--- config.mk ---
export PLATFORM = sky130hd
export DESIGN_NAME = obi_wb_pipe_bridge
export DESIGN_NICKNAME = d
export VERILOG_FILES = /design/src/rtl/obi_wb_pkg.sv /design/src/rtl/obi_wb_tag_fifo.sv /design/src/rtl/obi_wb_pipe_bridge.sv
export SDC_FILE = /design/constraint.sdc
export NUM_CORES = 1
export LEC_CHECK = 0
export BUFFER_PORTS_ARGS = -buffer_cell sky130_fd_sc_hd__buf_2
export CORE_MARGIN = 5
export CORE_UTILIZATION = 45
export CTS_CLUSTER_SIZE = 24
export DETAILED_ROUTE_END_ITERATION = 7
export GPL_TIMING_DRIVEN = 0
export PLACE_DENSITY = 0.86
export RECOVER_POWER = 25
export SYNTH_ARGS = -nofsm -noshare
export SYNTH_HDL_FRONTEND = slang
export SYNTH_SLANG_ARGS = --single-unit
--- constraint.sdc ---
create_clock -name obi_clk_i -period 2.2 [get_ports obi_clk_i]
set_input_delay 0.22 -clock obi_clk_i [delete_from_list [all_inputs] [get_ports obi_clk_i]]
set_output_delay 0.22 -clock obi_clk_i [all_outputs]
set_load 0.05 [all_outputs]
--- src/rtl/obi_wb_pkg.sv ---
// Shared types and helpers for the OBI to Wishbone pipelined bridge.
package obi_wb_pkg;

    typedef enum logic {
        RSP_OK  = 1'b0,
        RSP_ERR = 1'b1
    } rsp_e;

    // Byte-to-word address shift for a given data width.
    function automatic int unsigned word_shift(input int unsigned data_w);
        return $unsigned($clog2(data_w / 8));
    endfunction

    // True when addr maps into the Wishbone word window that starts at base.
    function automatic logic addr_window_check(
        input logic [63:0] addr,
        input logic [63:0] base,
        input int unsigned shift,
        input int unsigned wb_addr_w
    );
        logic [63:0] word;
        word = (addr - base) >> shift;
        return (addr >= base) && ((word >> wb_addr_w) == 64'd0);
    endfunction

endpackage

--- src/rtl/obi_wb_tag_fifo.sv ---
// Small synchronous FIFO carrying per-transfer tags in issue order.
module obi_wb_tag_fifo #(
    parameter int unsigned DEPTH = 2,
    parameter int unsigned WIDTH = 1
) (
    input  logic             clk_i,
    input  logic             rst_ni,
    input  logic             push_i,
    input  logic [WIDTH-1:0] wdata_i,
    input  logic             pop_i,
    output logic [WIDTH-1:0] rdata_o,
    output logic             full_o,
    output logic             empty_o
);
    localparam int unsigned PTR_W = (DEPTH > 1) ? $clog2(DEPTH) : 1;
    localparam int unsigned CNT_W = $clog2(DEPTH + 1);

    logic [WIDTH-1:0] mem_q [DEPTH];
    logic [PTR_W-1:0] wr_ptr_q;
    logic [PTR_W-1:0] rd_ptr_q;
    logic [CNT_W-1:0] cnt_q;

    function automatic logic [PTR_W-1:0] ptr_inc(input logic [PTR_W-1:0] p);
        return (p == PTR_W'(DEPTH - 1)) ? '0 : p + PTR_W'(1);
    endfunction

    assign full_o  = (cnt_q == CNT_W'(DEPTH));
    assign empty_o = (cnt_q == '0);
    assign rdata_o = mem_q[rd_ptr_q];

    // Storage, pointers and occupancy count.
    always_ff @(posedge clk_i or negedge rst_ni) begin
        if (!rst_ni) begin
            for (int i = 0; i < DEPTH; i++) begin
                mem_q[i] <= '0;
            end
            wr_ptr_q <= '0;
            rd_ptr_q <= '0;
            cnt_q    <= '0;
        end else begin
            if (push_i) begin
                mem_q[wr_ptr_q] <= wdata_i;
                wr_ptr_q        <= ptr_inc(wr_ptr_q);
            end
            if (pop_i) begin
                rd_ptr_q <= ptr_inc(rd_ptr_q);
            end
            if (push_i && !pop_i) begin
                cnt_q <= cnt_q + CNT_W'(1);
            end else if (!push_i && pop_i) begin
                cnt_q <= cnt_q - CNT_W'(1);
            end
        end
    end

endmodule

--- src/rtl/obi_wb_pipe_bridge.sv ---
// OBI slave to Wishbone B4 pipelined master bridge with several transfers in flight.
// Define OBI_WB_TIMEOUT_EN to abort a slave that stops answering after TIMEOUT_CYCLES.
module obi_wb_pipe_bridge #(
    parameter int unsigned            ADDR_W         = 32,
    parameter int unsigned            DATA_W         = 32,
    parameter int unsigned            WB_ADDR_W      = 20,
    parameter logic [ADDR_W-1:0]      ADDR_BASE      = '0,
    parameter int unsigned            MAX_OUTST      = 2,
    parameter int unsigned            TIMEOUT_CYCLES = 255
) (
    input  logic                  obi_clk_i,
    input  logic                  rst_ni,
    input  logic                  en_i,
    input  logic                  obi_req_i,
    input  logic                  obi_we_i,
    input  logic [ADDR_W-1:0]     obi_addr_i,
    input  logic [DATA_W/8-1:0]   obi_be_i,
    input  logic [DATA_W-1:0]     obi_wdata_i,
    output logic                  obi_gnt_o,
    output logic                  obi_rvalid_o,
    output logic                  obi_err_o,
    output logic [DATA_W-1:0]     obi_rdata_o,
    output logic [WB_ADDR_W-1:0]  wb_adr_o,
    output logic [DATA_W-1:0]     wb_dat_o,
    output logic [DATA_W/8-1:0]   wb_sel_o,
    output logic                  wb_we_o,
    output logic                  wb_stb_o,
    output logic                  wb_cyc_o,
    input  logic [DATA_W-1:0]     wb_dat_i,
    input  logic                  wb_ack_i,
    input  logic                  wb_err_i,
    input  logic                  wb_stall_i,
    output logic                  busy_o
);
    import obi_wb_pkg::*;

    localparam int unsigned BE_W  = DATA_W / 8;
    localparam int unsigned SHIFT = word_shift(DATA_W);
    localparam int unsigned OUT_W = $clog2(MAX_OUTST + 1);

    logic [OUT_W-1:0]     outst_q, outst_d;
    logic                 stb_q, stb_d, cyc_q, cyc_d, we_q, we_d;
    logic [WB_ADDR_W-1:0] adr_q, adr_d;
    logic [DATA_W-1:0]    dat_q, dat_d;
    logic [BE_W-1:0]      sel_q, sel_d;
    logic                 rvalid_q, rvalid_d, busy_q, busy_d;
    rsp_e                 rsp_q, rsp_d;
    logic [DATA_W-1:0]    rdata_q, rdata_d;

    logic                 in_win_c, open_c, acc_win_c, acc_oow_c;
    logic                 resp_c, dec_c, push_c, pop_c;
    logic [ADDR_W-1:0]    off_c;
    logic                 draining_c, to_hit_c;
    logic                 tag_we, tag_full, tag_empty;

    // Address decode and grant; local errors are answered on the very next
    // edge, so none is ever still pending when a new grant is decided.
    assign in_win_c  = addr_window_check(64'(obi_addr_i), 64'(ADDR_BASE), SHIFT, WB_ADDR_W);
    assign off_c     = obi_addr_i - ADDR_BASE;
    assign open_c    = obi_req_i & en_i & ~(stb_q & wb_stall_i) & ~draining_c & ~to_hit_c;
    assign obi_gnt_o = open_c & (in_win_c ? (outst_q < OUT_W'(MAX_OUTST)) : (outst_q == '0));
    assign acc_win_c = obi_gnt_o & in_win_c;
    assign acc_oow_c = obi_gnt_o & ~in_win_c;

    assign resp_c = (wb_ack_i | wb_err_i) & (outst_q != '0) & ~draining_c;
    assign dec_c  = resp_c | draining_c;
    assign push_c = acc_win_c & ~tag_full;
    assign pop_c  = dec_c & ~tag_empty;

    obi_wb_tag_fifo #(
        .DEPTH (MAX_OUTST),
        .WIDTH (1)
    ) u_tag_fifo (
        .clk_i   (obi_clk_i),
        .rst_ni  (rst_ni),
        .push_i  (push_c),
        .wdata_i (obi_we_i),
        .pop_i   (pop_c),
        .rdata_o (tag_we),
        .full_o  (tag_full),
        .empty_o (tag_empty)
    );

`ifdef OBI_WB_TIMEOUT_EN
    localparam int unsigned TO_W = (TIMEOUT_CYCLES > 0) ? $clog2(TIMEOUT_CYCLES + 1) : 1;

    logic [TO_W-1:0] to_cnt_q, to_cnt_d;
    logic            drain_q, drain_d;

    assign draining_c = drain_q;
    assign to_hit_c   = ~drain_q & ~resp_c & (outst_q != '0) &
                        (to_cnt_q == TO_W'(TIMEOUT_CYCLES));

    // Watchdog: count silent cycles, then flush every outstanding transfer as an error.
    always_comb begin
        to_cnt_d = to_cnt_q;
        drain_d  = drain_q;
        if ((outst_q == '0) || resp_c || to_hit_c) begin
            to_cnt_d = '0;
        end else if (!drain_q) begin
            to_cnt_d = to_cnt_q + TO_W'(1);
        end
        if (to_hit_c) begin
            drain_d = 1'b1;
        end else if (drain_q && (outst_d == '0)) begin
            drain_d = 1'b0;
        end
    end

    // Watchdog state.
    always_ff @(posedge obi_clk_i or negedge rst_ni) begin
        if (!rst_ni) begin
            to_cnt_q <= '0;
            drain_q  <= 1'b0;
        end else begin
            to_cnt_q <= to_cnt_d;
            drain_q  <= drain_d;
        end
    end
`else
    logic unused_timeout_c;

    assign draining_c       = 1'b0;
    assign to_hit_c         = 1'b0;
    assign unused_timeout_c = ^32'(TIMEOUT_CYCLES);
`endif

    // Next-state for issue register, in-flight count and response register.
    always_comb begin
        outst_d  = outst_q;
        stb_d    = stb_q;
        adr_d    = adr_q;
        dat_d    = dat_q;
        sel_d    = sel_q;
        we_d     = we_q;
        rvalid_d = 1'b0;
        rsp_d    = RSP_OK;
        rdata_d  = '0;

        if (acc_win_c && !dec_c) begin
            outst_d = outst_q + OUT_W'(1);
        end else if (!acc_win_c && dec_c) begin
            outst_d = outst_q - OUT_W'(1);
        end

        if (acc_win_c) begin
            stb_d = 1'b1;
            adr_d = WB_ADDR_W'(off_c >> SHIFT);
            dat_d = obi_wdata_i;
            sel_d = obi_be_i;
            we_d  = obi_we_i;
        end else if (stb_q && !wb_stall_i) begin
            stb_d = 1'b0;
        end
        if (to_hit_c || draining_c) begin
            stb_d = 1'b0;
        end

        if (resp_c) begin
            rvalid_d = 1'b1;
            if (wb_err_i) begin
                rsp_d = RSP_ERR;
            end else if (!tag_we) begin
                rdata_d = wb_dat_i;
            end
        end else if (draining_c || acc_oow_c) begin
            rvalid_d = 1'b1;
            rsp_d    = RSP_ERR;
        end

        cyc_d  = (outst_d != '0) & ~to_hit_c & ~draining_c;
        busy_d = (outst_d != '0) | rvalid_d;
    end

    // Registered state and outputs.
    always_ff @(posedge obi_clk_i or negedge rst_ni) begin
        if (!rst_ni) begin
            outst_q  <= '0;
            stb_q    <= 1'b0;
            cyc_q    <= 1'b0;
            we_q     <= 1'b0;
            adr_q    <= '0;
            dat_q    <= '0;
            sel_q    <= '0;
            rvalid_q <= 1'b0;
            rsp_q    <= RSP_OK;
            rdata_q  <= '0;
            busy_q   <= 1'b0;
        end else begin
            outst_q  <= outst_d;
            stb_q    <= stb_d;
            cyc_q    <= cyc_d;
            we_q     <= we_d;
            adr_q    <= adr_d;
            dat_q    <= dat_d;
            sel_q    <= sel_d;
            rvalid_q <= rvalid_d;
            rsp_q    <= rsp_d;
            rdata_q  <= rdata_d;
            busy_q   <= busy_d;
        end
    end

    assign wb_adr_o     = adr_q;
    assign wb_dat_o     = dat_q;
    assign wb_sel_o     = sel_q;
    assign wb_we_o      = we_q;
    assign wb_stb_o     = stb_q;
    assign wb_cyc_o     = cyc_q;
    assign obi_rvalid_o = rvalid_q;
    assign obi_err_o    = (rsp_q == RSP_ERR);
    assign obi_rdata_o  = rdata_q;
    assign busy_o       = busy_q;

endmodule
==> impl_metrics.yaml, run 1 <==
clock_network:
  cts_inserted_buffers: 9
  clkSinkCount: 102
  clk_latency_ns: 0.36
  cts_max_level: 3
  cts_setup_buffers: 0
  path_clk_slew_ns: 0.10
  clockBufferDepth: 2
  cts_tree: "built"
  cts-root-buf: "clkbuf_8"
outcome:
  status: "finished, final reports clean"
cells_and_area:
  area_growth_pct: 32.9
  final-instance-count-excl-fill: 581
  final_cell_mix: "184 x buf_2, 102 x dfrtp_1, 56 x mux2_4"
  multi_input_area_um2: 1440
  regArea_um2: 2550
  drive_gt1_share_pct: 58.6
  n_fill_cell: 690
  antenna_cells: 0
  final_common_cell: "buf_2"
  fin_nets: 578
floorplan:
  io_pins: 203
  fp.dieH_um: 105
  rows: 34
  die-area_um2: 11100
  start_util_pct: 46.5
  die_w_um: 105
  core-area_um2: 8810
power:
  powerDensity_nw_per_um2: 798
  p_leak_nw: 3.22
  ir_drop_v: 0.000623
placed_design:
  place.detailed.hpwl_mm: 7.51
  place.port_buffers: 200
  dp.cells: 564
  gp_congestion: 0.770
  dpl_worst_slack_ns: -0.136
routing:
  avgViaCountPerCell: 4.82
  wl_per_cell_um: 16.9
  drt_iter0_drc: 114
  ant_nets: 0
  vias: 2801
  wl_mm: 9.83
  drt-pass1-iter-count: 4
  drc_errors: 0
min_path:
  hp-class: "input pin to flip-flop"
  min_path_cells: 2
  min_from: "wb_dat_i[24]"
job:
  max_cap_viol_count: 0
critical_path:
  crit_family: "compound AO/OA/AOI/OAI gates"
  critical_path.cell_chain: "inv_1, ha_1, o21bai_1, a2111oi_4, clkbuf_2, and2_1"
  crit_fanout: 10
  crit_arrival_ns: 2.30
  end_kind: "flip-flop"
  crit_type: "flip-flop to flip-flop"
  crit_required_ns: 2.50
  crit_start: "outst_q[0]"
  path_buf_inv: 2
  cp-start-kind: "flip-flop"
  cpPeakStageDelay_ns: 0.41
  r2r_start: "outst_q[0]"
  cp_slowest_cell: "a2111oi_4"
  reg2reg_depth: 6
  path_depth: 6
yosys:
  syn-num-nets: 365
  syn_inst: 255
  synth_top_cell_area_share_pct: 62.3
  synth_flop_cell: "dfrtp_1"
  netlist_top_cells_area: "dfrtp_1 62%, mux2_4 21%, and2_1 4.9%"
  synth_edf_count: 0
  synth.avg_cell_area_um2: 16.1
  ys_seq_elements: 102
  ys_warn_count: 0
  syn_area_um2: 4090
  async_flop_share_pct: 100
  yosysSeqAreaShare_pct: 62.3
  synth_cell_types: 36
  yosysTopAreaCell: "dfrtp_1"
global_routing:
  overflow: 0
  grt_first_pass_wirelength_mm: 15.5
  grt_max_degree: 55
  grt_usage_pct: 17.9
  antenna_found_initial: 2
  grt_pass1_vias: 3077
sta:
  worst_pin_slew_ns: 1.27
  slew_viol_final: 0
  max_freq_mhz: 499
  hold_viol: 0
  period_needed_ns: 2.00
  period_share_pct: 91.1
  rsz0062_at_grt: "no"
  maxSlewHeadroom_pct: 15.6
  holdWs_ns: 0.0507
  worst_slack_ns: 0.195
  fin_worst_skew_ns: 0.0108
  setup_viol: 0
[synth_stat cells (3+ instances only)]
master / number
and2_1: 32
buf_6: 7
clkbuf_2: 3
dfrtp_1: 102
inv_1: 3
mux2_2: 3
mux2_4: 56
nand2_1: 4
nand3_1: 3
nor2_1: 5
xnor2_1: 4
xor2_1: 3
[metal layers]
layer | part of all wire (%) | global-route usage [%] | vias up
met3 | 7.6 | 5.56 | 28
met4 | 2.5 | 7.12 | 4
li1 | - | - | 1293
met2 | 51 | 30.6 | 128
met5 | 0.25 | 0 | -
met1 | 39 | 20.9 | 1348
[path summary, 6_finish.rpt]
check | to | slack (ns)
min in group asynchronous | u_tag_fifo.cnt_q[1] | 0.65
hold / removal | obi_rdata_o[24] | 0.05
hold reg to reg | wb_dat_o[7] | 0.51
setup / recovery | obi_rdata_o[7] | 0.20
max in group asynchronous | wb_dat_o[26] | 0.71
setup reg to reg | obi_rdata_o[7] | 0.20
[report_power, final]
group	internal [mW]	switching [mW]	leakage (nW)
Sequential	2.03	0.0826	1.38
Combinational	0.362	0.764	1.75
Clock	0.453	0.650	0.0866
[final cells by class]
type,count,area share (%)
inverters,4,0.276
repair buffers,202,18.7
clock buffers,11,2.60
well taps,108,2.48
plain buffers,11,1.82
multi-input cells,138,26.5
flip-flops and latches,102,46.9
clock inverters,5,0.759
[flip-flops by register name, indices dropped and copies added, names as in the netlist]
name,flops
outst_q,2
wb_stb_o,1
busy_o,1
obi_err_o,1
wb_we_o,1
u_tag_fifo.mem_q,2
u_tag_fifo.wr_ptr_q,1
wb_sel_o,4
u_tag_fifo.rd_ptr_q,1
wb_dat_o,32
obi_rvalid_o,1
wb_cyc_o,1
obi_rdata_o,32
u_tag_fifo.cnt_q,2
wb_adr_o,20
[through the flow]
step	power [mW]	TNS, ns	util, %	instance area, um2
2_1_floorplan	2.92	0	-	4090
3_3_place_gp	3.23	-7.44	59.4	5230
3_5_place_dp	3.28	-3.47	59.7	5260
4_1_cts	4.40	0	62.1	5470
5_1_grt	4.58	0	61.8	5440
6_report	4.34	0	61.8	5440
[cell families after synthesis]
family | Yosys count | share of synthesized area (%)
AO/OA/AOI/OAI | 11 | 2.38
XOR/XNOR | 7 | 1.50
adder cells (fa/ha/maj) | 2 | 0.611
buffers and inverters | 15 | 2.78
flip-flops | 102 | 62.3
multiplexers | 60 | 21.6
AND/OR/NAND/NOR | 58 | 8.77
[what timing repair did]
item                                    4_1_cts  5_1_grt
pin swaps                                     0        1
endpoints found under the setup margin       30       30
resized for setup                             1        0
hold buffers                                  1        0
hold endpoints to repair                     48        0
Note: power is estimated with default switching activity, not from simulation.
==> inputs of run 2 (changes only) <==
Settings changed: CORE_UTILIZATION 45 to 41, PLACE_DENSITY 0.86 to 0.83.
Clock period 2.2 ns to 1.7 ns, I/O delays scaled along.
==> run 2 against run 1 <==
  * Fmax is 18% higher
  * Power is 42% higher
  * Critical path depth is 1 higher
  * Clock skew hardly changed
  * Cell count is 10% higher
  * Sequential share of layout area is 4.0 points lower
  * Clock-buffer cell count is 1 higher
  * Critical path type unchanged
  * Flip-flop and latch count stayed put
  * Wire length is 6.8% higher
  * Critical endpoint is now wb_dat_o[16]
  * Clock power is 40% higher
==> impl_metrics.yaml, run 2 (same netlist as run 1, synthesis figures left out) <==
floorplan:
  die_w_um: 110
  fp.dieH_um: 110
  rows: 36
  core-area_um2: 9770
  io_pins: 203
  start_util_pct: 41.9
  die-area_um2: 12100
critical_path:
  cp-start-kind: "flip-flop"
  end_kind: "flip-flop"
  reg2reg_depth: 7
  crit_fanout: 10
  crit_arrival_ns: 1.93
  crit_type: "flip-flop to flip-flop"
  crit_required_ns: 1.94
global_routing:
  grt_usage_pct: 16.9
  overflow: 0
  antenna_found_initial: 0
  grt_first_pass_wirelength_mm: 15.6
  grt_pass1_vias: 3234
  grt_max_degree: 61
routing:
  drt_iter0_drc: 100
  drc_errors: 0
  drt-pass1-iter-count: 6
  vias: 2970
  wl_per_cell_um: 16.4
  wl_mm: 10.5
  avgViaCountPerCell: 4.63
  ant_nets: 0
clock_network:
  cts_inserted_buffers: 9
  clk_latency_ns: 0.36
  cts-root-buf: "clkbuf_8"
  clockBufferDepth: 2
  cts_tree: "built"
  path_clk_slew_ns: 0.10
  cts_max_level: 3
  clkSinkCount: 102
cells_and_area:
  fin_nets: 613
  regArea_um2: 2550
  final_cell_mix: "196 x buf_2, 101 x dfrtp_1, 56 x mux2_4"
  postLayoutCellArea_um2: 5950
  n_fill_cell: 735
  multi_input_area_um2: 1510
  drive_gt1_share_pct: 62.0
  final_common_cell: "buf_2"
  area_growth_pct: 45.3
power:
  power_frac_comb_pct: 30.4
  seqPwrFrac_pct: 44.6
  powerDensity_nw_per_um2: 1040
  ir_drop_v: 0.000704
  intPower_mw: 4.17
  switching_share_pct: 32.5
  clockPowerShare_pct: 25.0
  power_switching_mw: 2.01
  p_leak_nw: 3.47
sta:
  rsz0062_at_grt: "yes"
  setup_viol: 0
  max_freq_mhz: 589
  holdWs_ns: 0.0223
  worst_pin_slew_ns: 0.808
  slew_viol_final: 0
  period_needed_ns: 1.70
  maxSlewHeadroom_pct: 46.2
  fin_worst_skew_ns: 0.0112
  period_share_pct: 99.9
  hold_viol: 0
min_path:
  min_path_cells: 2
  hp-class: "input pin to flip-flop"
placed_design:
  dpl-instance-area_um2: 5290
  place.port_buffers: 200
  place.detailed.hpwl_mm: 7.35
  gp_congestion: 0.786
job:
  max_cap_viol_count: 0
outcome:
  status: "finished, final reports clean"
==> run 2: cell count changes in the layout (fill, tap and decap cells not counted), sizes merged <==
cell         previous run  this run
buf                   192       218
inv                     6         4
dlygate4sd3             1        21
clkbuf                 31        21
clkinvlp                2         0
diode                   0         1
clkinv                  1         3
bufinv                  0         1
==> run 2: final timing paths <==
path	start	slack, ns	end
worst max register to register	outst_q[1]	0.002	wb_dat_o[16]
worst min register to register	wb_dat_o[17]	0.51	wb_dat_o[17]
max in group asynchronous	rst_ni	0.54	wb_stb_o
min in group asynchronous	rst_ni	0.47	wb_dat_o[23]
worst max-delay path	outst_q[1]	0.002	wb_dat_o[16]
worst min-delay path	wb_dat_i[25]	0.02	obi_rdata_o[25]
==> run 2: layout make-up <==
type | count | area share, %
antenna | 1 | 0.0421
buffer | 11 | 2.34
clock buffer | 12 | 2.61
clock inverter | 4 | 0.757
inverter | 4 | 0.252
multi-input combinational | 138 | 25.4
sequential | 102 | 42.9
tap | 133 | 2.80
timing repair buffer | 237 | 22.8
==> run 2: worst max-delay path, stage by stage (launching register included) <==
cell	delay, ns
dfrtp_1	0.38
inv_2	0.07
and4_1	0.21
buf_6	0.13
buf_12	0.12
nand2_4	0.15
buf_6	0.21
mux2_4	0.32
==> run 2: what timing repair did <==
action	CTS	global route
hold endpoints to repair	79	0
resized for setup	20	5
pin swaps	3	5
setup endpoints to repair	35	87
hold buffers	21	0
cloned	2	0
buffers inserted	5	8
==> run 2: metrics by stage <==
step	power [mW]	setup WS (ns)	util, %	setup TNS (ns)	std cells
floorplan	3.78	-0.0738	-	-0.0738	255
global placement	4.17	-0.642	53.9	-58.69	588
detailed placement	4.24	-0.445	54.1	-13.32	589
CTS	6.06	0.00942	59.9	0	633
global route	6.49	-0.0593	60.8	-0.960	641
finish	6.18	0.00201	60.8	0	642
==> run 2: routing by layer <==
layer	share of wire (%)	global-route usage [%]	up-vias
met5	0	0	-
met4	2.1	6.41	0
met3	7.9	5.52	27
met2	52	29.5	131
met1	38	19.0	1443
li1	-	-	1369
==> run 2: power by group through the flow <==
stage | Clock [mW] | Combinational (mW) | Sequential [mW]
detailed placement | 0 | 1.47 | 2.77
finish | 1.54 | 1.88 | 2.75
floorplan | 0 | 0.519 | 3.26
CTS | 1.60 | 1.73 | 2.73
global route | 1.70 | 2.01 | 2.78
global placement | 0 | 1.41 | 2.76
